$ cat src/rtl/kb_pkg.sv
`default_nettype none
// ============================================================================
// Module  : kb_pkg
// Brief   : Scan-code-set-2 and ASCII constants for the keyboard path.
// Revision: 1.0 - initial release
// ============================================================================
package kb_pkg;

  localparam logic [7:0] SC_BREAK  = 8'hF0;
  localparam logic [7:0] SC_EXT    = 8'hE0;
  localparam logic [7:0] SC_LSHIFT = 8'h12;
  localparam logic [7:0] SC_RSHIFT = 8'h59;
  localparam logic [7:0] SC_CAPS   = 8'h58;
  localparam logic [7:0] SC_CTRL   = 8'h14;
  localparam logic [7:0] SC_ALT    = 8'h11;

  localparam logic [7:0] SC_SPACE  = 8'h29;
  localparam logic [7:0] SC_ENTER  = 8'h5A;
  localparam logic [7:0] SC_BKSP   = 8'h66;
  localparam logic [7:0] SC_TAB    = 8'h0D;
  localparam logic [7:0] SC_ESC    = 8'h76;

  localparam logic [7:0] ASCII_SPACE = 8'h20;
  localparam logic [7:0] ASCII_CR    = 8'h0D;
  localparam logic [7:0] ASCII_BS    = 8'h08;
  localparam logic [7:0] ASCII_TAB   = 8'h09;
  localparam logic [7:0] ASCII_ESC   = 8'h1B;

  // Lowercase and uppercase ASCII letters differ only in bit 5.
  localparam logic [7:0] ASCII_CASE_BIT = 8'h20;

endpackage : kb_pkg
`default_nettype wire

$ cat src/rtl/kb_ascii_lut.sv
`default_nettype none
// ============================================================================
// Module  : kb_ascii_lut
// Brief   : Combinational set-2 make code to ASCII lookup with modifiers.
// Revision: 1.0 - initial release
// ============================================================================
module kb_ascii_lut
  import kb_pkg::*;
#(
  parameter logic [7:0] UNMAPPED = 8'h00
) (
  input  logic [7:0] kb_code,
  input  logic       upper,
  input  logic       shift,
  output logic [7:0] ascii_next
);

  logic       w_is_letter;
  logic [7:0] w_lower;

  always_comb begin
    ascii_next  = UNMAPPED;
    w_is_letter = 1'b0;
    w_lower     = 8'h00;
    case (kb_code)
      // Letters: record the lowercase form, case is applied below.
      8'h1C: begin w_is_letter = 1'b1; w_lower = 8'h61; end
      8'h32: begin w_is_letter = 1'b1; w_lower = 8'h62; end
      8'h21: begin w_is_letter = 1'b1; w_lower = 8'h63; end
      8'h23: begin w_is_letter = 1'b1; w_lower = 8'h64; end
      8'h24: begin w_is_letter = 1'b1; w_lower = 8'h65; end
      8'h2B: begin w_is_letter = 1'b1; w_lower = 8'h66; end
      8'h34: begin w_is_letter = 1'b1; w_lower = 8'h67; end
      8'h33: begin w_is_letter = 1'b1; w_lower = 8'h68; end
      8'h43: begin w_is_letter = 1'b1; w_lower = 8'h69; end
      8'h3B: begin w_is_letter = 1'b1; w_lower = 8'h6A; end
      8'h42: begin w_is_letter = 1'b1; w_lower = 8'h6B; end
      8'h4B: begin w_is_letter = 1'b1; w_lower = 8'h6C; end
      8'h3A: begin w_is_letter = 1'b1; w_lower = 8'h6D; end
      8'h31: begin w_is_letter = 1'b1; w_lower = 8'h6E; end
      8'h44: begin w_is_letter = 1'b1; w_lower = 8'h6F; end
      8'h4D: begin w_is_letter = 1'b1; w_lower = 8'h70; end
      8'h15: begin w_is_letter = 1'b1; w_lower = 8'h71; end
      8'h2D: begin w_is_letter = 1'b1; w_lower = 8'h72; end
      8'h1B: begin w_is_letter = 1'b1; w_lower = 8'h73; end
      8'h2C: begin w_is_letter = 1'b1; w_lower = 8'h74; end
      8'h3C: begin w_is_letter = 1'b1; w_lower = 8'h75; end
      8'h2A: begin w_is_letter = 1'b1; w_lower = 8'h76; end
      8'h1D: begin w_is_letter = 1'b1; w_lower = 8'h77; end
      8'h22: begin w_is_letter = 1'b1; w_lower = 8'h78; end
      8'h35: begin w_is_letter = 1'b1; w_lower = 8'h79; end
      8'h1A: begin w_is_letter = 1'b1; w_lower = 8'h7A; end
      // Digits: shift only.
      8'h45: ascii_next = shift ? 8'h29 : 8'h30;
      8'h16: ascii_next = shift ? 8'h21 : 8'h31;
      8'h1E: ascii_next = shift ? 8'h40 : 8'h32;
      8'h26: ascii_next = shift ? 8'h23 : 8'h33;
      8'h25: ascii_next = shift ? 8'h24 : 8'h34;
      8'h2E: ascii_next = shift ? 8'h25 : 8'h35;
      8'h36: ascii_next = shift ? 8'h5E : 8'h36;
      8'h3D: ascii_next = shift ? 8'h26 : 8'h37;
      8'h3E: ascii_next = shift ? 8'h2A : 8'h38;
      8'h46: ascii_next = shift ? 8'h28 : 8'h39;
      // Punctuation: shift only.
      8'h0E: ascii_next = shift ? 8'h7E : 8'h60;
      8'h4E: ascii_next = shift ? 8'h5F : 8'h2D;
      8'h55: ascii_next = shift ? 8'h2B : 8'h3D;
      8'h54: ascii_next = shift ? 8'h7B : 8'h5B;
      8'h5B: ascii_next = shift ? 8'h7D : 8'h5D;
      8'h5D: ascii_next = shift ? 8'h7C : 8'h5C;
      8'h4C: ascii_next = shift ? 8'h3A : 8'h3B;
      8'h52: ascii_next = shift ? 8'h22 : 8'h27;
      8'h41: ascii_next = shift ? 8'h3C : 8'h2C;
      8'h49: ascii_next = shift ? 8'h3E : 8'h2E;
      8'h4A: ascii_next = shift ? 8'h3F : 8'h2F;
      SC_SPACE:  ascii_next = ASCII_SPACE;
      SC_ENTER:  ascii_next = ASCII_CR;
      SC_BKSP:   ascii_next = ASCII_BS;
      SC_TAB:    ascii_next = ASCII_TAB;
      SC_ESC:    ascii_next = ASCII_ESC;
      SC_BREAK, SC_EXT, SC_LSHIFT, SC_RSHIFT, SC_CAPS, SC_CTRL, SC_ALT:
        ascii_next = UNMAPPED;
      default:   ascii_next = UNMAPPED;
    endcase
    if (w_is_letter) begin
      ascii_next = upper ? (w_lower & ~ASCII_CASE_BIT) : w_lower;
    end
  end

endmodule : kb_ascii_lut
`default_nettype wire

$ cat src/rtl/kb_code_ascii_converter.sv
`default_nettype none
// ============================================================================
// Module  : kb_code_ascii_converter
// Brief   : Registered PS/2 set-2 make code to ASCII translator.
// Revision: 1.0 - initial release
// ============================================================================
module kb_code_ascii_converter
  import kb_pkg::*;
#(
  parameter logic [7:0] UNMAPPED = 8'h00
) (
  input  logic       clk,
  input  logic       reset,
  input  logic [7:0] kb_code,
  input  logic       caps_lock,
  input  logic       shift,
  output logic [7:0] ascii
);

  logic [7:0] w_ascii_next;
  logic [7:0] r_ascii;

  kb_ascii_lut #(
    .UNMAPPED   (UNMAPPED)
  ) u_lut (
    .kb_code    (kb_code),
    .upper      (caps_lock ^ shift),
    .shift      (shift),
    .ascii_next (w_ascii_next)
  );

  always_ff @(posedge clk) begin
    if (reset) begin
      r_ascii <= 8'h00;
    end else begin
      r_ascii <= w_ascii_next;
    end
  end

  assign ascii = r_ascii;

endmodule : kb_code_ascii_converter
`default_nettype wire

$ cat config.mk
export PLATFORM = sky130hd
export DESIGN_NAME = kb_code_ascii_converter
export DESIGN_NICKNAME = d
export VERILOG_FILES = /design/src/rtl/kb_pkg.sv /design/src/rtl/kb_ascii_lut.sv /design/src/rtl/kb_code_ascii_converter.sv
export SDC_FILE = /design/constraint.sdc
export NUM_CORES = 1
export LEC_CHECK = 0
export BUFFER_PORTS_ARGS = -buffer_cell sky130_fd_sc_hd__buf_2
export CORE_MARGIN = 5
export CORE_UTILIZATION = 31
export CTS_BUF_LIST = sky130_fd_sc_hd__clkbuf_16
export DETAILED_ROUTE_END_ITERATION = 12
export PLACE_DENSITY = 0.5
export REMOVE_ABC_BUFFERS = 1
export SKIP_CTS_REPAIR_TIMING = 1
export SLEW_MARGIN = 20
export SYNTH_ARGS = -nofsm -noshare
export SYNTH_HDL_FRONTEND = slang
export SYNTH_SLANG_ARGS = --single-unit
$ cat constraint.sdc
create_clock -name clk -period 2.1 [get_ports clk]
set_input_delay 0.21 -clock clk [delete_from_list [all_inputs] [get_ports clk]]
set_output_delay 0.21 -clock clk [all_outputs]
set_load 0.01 [all_outputs]
**After elaboration in Yosys (flattened, before gate mapping)**

Cells that the tools add are included.

- Output and inout port bits: 8
- Input port bits: 12
- Register bits after elaboration: 8
- Logic and storage cells: 81

- Reduce and logical (&&, ||, !) cells: 1
- Bitwise operators: 1
- Equal/unequal tests: 52
- Muxes and demuxes: 26

Operators with widths:

| cell | count |
|---|---|
| one-hot mux 8 bit (26 select lines) | 1 |
| equality test 8 x 6 -> 1 bit, second input constant | 23 |
| one-hot mux 7 bit (26 select lines) | 1 |
| equality test 8 x 7 -> 1 bit, second input constant | 20 |
| 2-to-1 mux 5 bit | 13 |
| equality test 8 x 5 -> 1 bit, second input constant | 7 |
| OR reduction 26 bit | 1 |
| 2-to-1 mux 6 bit | 4 |
| 2-to-1 mux 7 bit | 3 |
| equality test 8 x 4 -> 1 bit, second input constant | 2 |
| 2-to-1 mux 8 bit | 1 |
| 2-to-1 mux 3 bit | 1 |
| 2-to-1 mux 1 bit | 2 |
| bitwise XOR 1 bit | 1 |

**Depth between registers and ports, before layout**

- Depth in word-level cells: 4
- Mapped depth: 8
- Depth with buffers taken out: 5

**Modules after synthesis**

From an unflattened synthesis, not the netlist that was laid out.

- Cell total of the unflattened synthesis: 225
- Area, all modules: 1506.4 um^2

By module, submodules not included:

| module | instances | sequential area each (um^2) | area an instance (um^2) | cells an instance |
|---|---|---|---|---|
| kb_ascii_lut | 1 | 0.0 | 1287.5 | 208 |
| kb_code_ascii_converter | 1 | 160.2 | 219.0 | 17 |

**Least setup slack after synthesis**

Ideal clock, no wire load.

- Path kind: input to register
- Start point: input kb_code[0]
- End point: register r_ascii[5] (netlist: ascii[5])
- Setup slack: 0.513 ns
- Buffers on the path: 2
- Stages: 6
- Arrival time: 1.450 ns
- Setup time: 0.136 ns
- Cell sequence: buf_2 buf_2 maj3_1 a32o_1 nor4_1 o22ai_1

- Word-level cells in the longest chain between the ends: 4

RTL lines:

| element | RTL line | RTL |
|---|---|---|
| from (decl) | kb_code_ascii_converter.sv:14 | `input logic [7:0] kb_code,` |
| equality test 8 x 5 -> 1 bit, or another cell as far along | kb_ascii_lut.sv:25 | `case (kb_code)` |
| one-hot mux 7 bit (26 select lines) / OR reduction 26 bit (equally long branches) | - |  |
| 2-to-1 mux 6 bit / 2-to-1 mux 1 bit (equally long branches) | kb_ascii_lut.sv:86, kb_ascii_lut.sv:25 |  |
| 2-to-1 mux 8 bit * | kb_ascii_lut.sv:85 | `if (w_is_letter) begin` |
| to (signal assigned) | kb_code_ascii_converter.sv:36 | `r_ascii <= w_ascii_next;` |
| to (decl) | kb_code_ascii_converter.sv:21 | `logic [7:0] r_ascii;` |

Mark *: on every way between the ends. The rest lies on a longest branch, timed or not.
A chain may end at the register's enable or synchronous reset.

**Worst setup path in the final report**

- Start point: input kb_code[7]
- End point: register r_ascii[5] (netlist: ascii[5])

Same word-level chain as after synthesis.

==> impl_metrics.json <==
{
  "syn-mean-instance-area_sq_um": 6.95,
  "drive_gt1_share_pct": 25.6,
  "synth_top_cell_by_area": "dfxtp_1",
  "netlist_top_cells_count": "nand2_1 (19), nor2_1 (16), buf_2 (13), nand3_1 (13)",
  "cts_tree": "yes",
  "path_class": "input pin to flip-flop",
  "synth-edff-count": 0,
  "worst_ep_arrival_time_ps": 1890,
  "cts-root-buf": "clkbuf_16",
  "antenna_left": 0,
  "period_needed_ps": 1800,
  "holdPathStages": 2,
  "antenna_found_initial": 0,
  "postSynth.asyncResetShare_pct": 0,
  "wire_per_inst_um": 18.6,
  "fill_cells": 509,
  "dieArea_sq_um": 6360,
  "cp.required_ps": 2190,
  "viasPerCell": 6.12,
  "ir_drop_v": 0.000312,
  "fin_setup_tns_ps": 0,
  "yosys_most_used_dff": "dfxtp_1",
  "worstPathMaxFanout": 11,
  "largest_register_ffs": 7,
  "drcViolationCount": 0,
  "syn_area_sq_um": 1510,
  "synthCells": 217,
  "diodes": 0,
  "synth_top_family_by_area": "simple AND/OR/NAND/NOR gates",
  "synth_compound_area_share_pct": 31.3,
  "syn_to_final_growth_pct": 21.9,
  "cts.clk_slew.worst_paths_ps": 40,
  "setup_ws_ps": 300,
  "fin_cells": 309,
  "globalRouteTotalUtil_pct": 18.7,
  "leakage_uw": 0.000700,
  "synth_fa_ha_area_share_pct": 0.663,
  "final-max-slew-violation-count": 0,
  "ys_types": 64,
  "num_io_pins": 20,
  "powerDensity_nw_per_um2": 391,
  "grt_pass1_vias": 1801,
  "end_kind": "flip-flop",
  "die_y_um": 79.8,
  "max_slew.worst_pin.slew_ps": 599,
  "synth_top_area_share_pct": 9.29,
  "core_area_sq_um": 4720,
  "min_to": "ascii[3]",
  "grt_pass1_wl_um": 9360,
  "utilization_pct": 38.9,
  "cap_violations": 0,
  "gp_congestion": 1.02,
  "h-tree-depth": 1,
  "first_pass_iters": 5,
  "chipWidth_um": 79.8,
  "hp-class": "input pin to flip-flop",
  "slew_headroom_pct": 59.0,
  "port_buffers": 18,
  "max_freq_mhz": 555,
  "synth_mux_area_share_pct": 2.74,
  "grt_max_degree": 27,
  "dp_slack_ps": 60.0,
  "num_vias": 1891,
  "synth_xor_area_share_pct": 2.90,
  "totalWireLength_um": 5760,
  "yosys-top-cells-area": "dfxtp_1 (9.3%), nand2_1 (4.7%), buf_2 (4.3%), nand3_1 (4.3%), nor2_1 (4.0%)",
  "setup_violations": 0,
  "ys_seq_area_share_pct": 9.29,
  "hpwl_um": 4290,
  "initial_core_util_pct": 31.9,
  "synthSimpleGateAreaFrac_pct": 42.2,
  "timing.hold.ws_ps": 262,
  "rsz0062_at_grt": "false",
  "start_kind": "input pin",
  "gr-total-overflow": 0,
  "rows": 25,
  "cts_inserted_buffers": 3,
  "cts_buffer_depth": 2,
  "yosysWarnings": 0,
  "hp-start": "reset",
  "synth-seq-cells": 7,
  "status": "finished, final reports clean",
  "dpl.cell_count": 305,
  "clkSinkCount": 7,
  "hold_viol": 0,
  "period_share_pct": 85.7,
  "fin_nets": 255,
  "drtIter0Drc": 194,
  "yosysMostFrequentCell": "nand2_1"
}
[metal layers]
layer / share of wire [%] / up-vias / routed length, um / GRT usage (%)
met3: 8.0 / 14 / 458 / 2.03
met1: 44 / 893 / 2520 / 26.2
met5: 0 / - / 0 / 0
li1: - / 877 / - / -
met2: 46 / 107 / 2630 / 28.3
met4: 2.6 / 0 / 150 / 8.61
[worst max-delay path by stage]
stage | slack, ps | cells past startpoint | endpoint | from
3_3_place_gp | 20 | 7 | ascii[1] | kb_code[5]
3_5_place_dp | 60 | 7 | ascii[5] | kb_code[4]
5_1_grt | 30 | 7 | ascii[1] | kb_code[5]
2_1_floorplan | 320 | 5 | ascii[4] | kb_code[4]
4_1_cts | 300 | 7 | ascii[5] | kb_code[4]
6_report | 300 | 7 | ascii[5] | kb_code[7]
[stage by stage]
step / instance area (sq um) / power (uW)
CTS: 1840 / 720
global route: 1840 / 757
finish: 1840 / 719
floorplan: 1380 / 258
detailed placement: 1760 / 395
global placement: 1760 / 399
[critical path: stages]
cell and delay [ps]:
buf_2 230, buf_4 200, nor4b_4 80, mux2_1 290
a32o_1 260, nor4_1 430, o22ai_1 160
[logic make-up after synthesis]
| family | Yosys count |
|---|---|
| other cells | 1 |
| fa+ha+maj | 1 |
| compound gates | 66 |
| simple gates | 101 |
| xor+xnor | 5 |
| mux | 4 |
| buf+inv | 32 |
| flops | 7 |
[area by class of cell]
class | instances | area [sq um] | share of cell area [%]
multi-input combinational | 178 | 1210 | 65.7
inverter | 7 | 26.3 | 1.43
tap | 67 | 83.8 | 4.56
timing repair buffer | 46 | 300 | 16.3
clock inverter | 1 | 5.00 | 0.272
clock buffer | 3 | 75.1 | 4.08
sequential | 7 | 140 | 7.62
[layout by cell type (no fill, tap or decap), types with 2 or more instances in the layout]
cell       instances
o2111ai_1          4
and2_1             2
xnor2_1            2
o211ai_1           4
a32oi_1            4
a221oi_1           2
xor2_1             3
mux2i_1            3
nor4_1             7
nor2_1            16
buf_4             28
a41oi_1            2
inv_1              6
clkbuf_16          3
dfxtp_1            7
nand2_1           19
buf_2             18
nand2b_1           5
a22oi_1            3
o22ai_1            3
a31oi_1            5
and3b_1            6
o32ai_1            2
o21ai_0           11
nand4_1            3
a21oi_1           11
a211oi_1           2
nor2b_1            8
nand3_1           13
nor3b_1            3
and4b_1            2
nor4b_4            2
nor3_1             3
a32o_1             2
[power by group]
part | switching, uW | internal [uW]
clock | 71.7 | 250
sequential | 1.15 | 140
combinational | 158 | 98.3
Power figures use the tool's default switching activity.
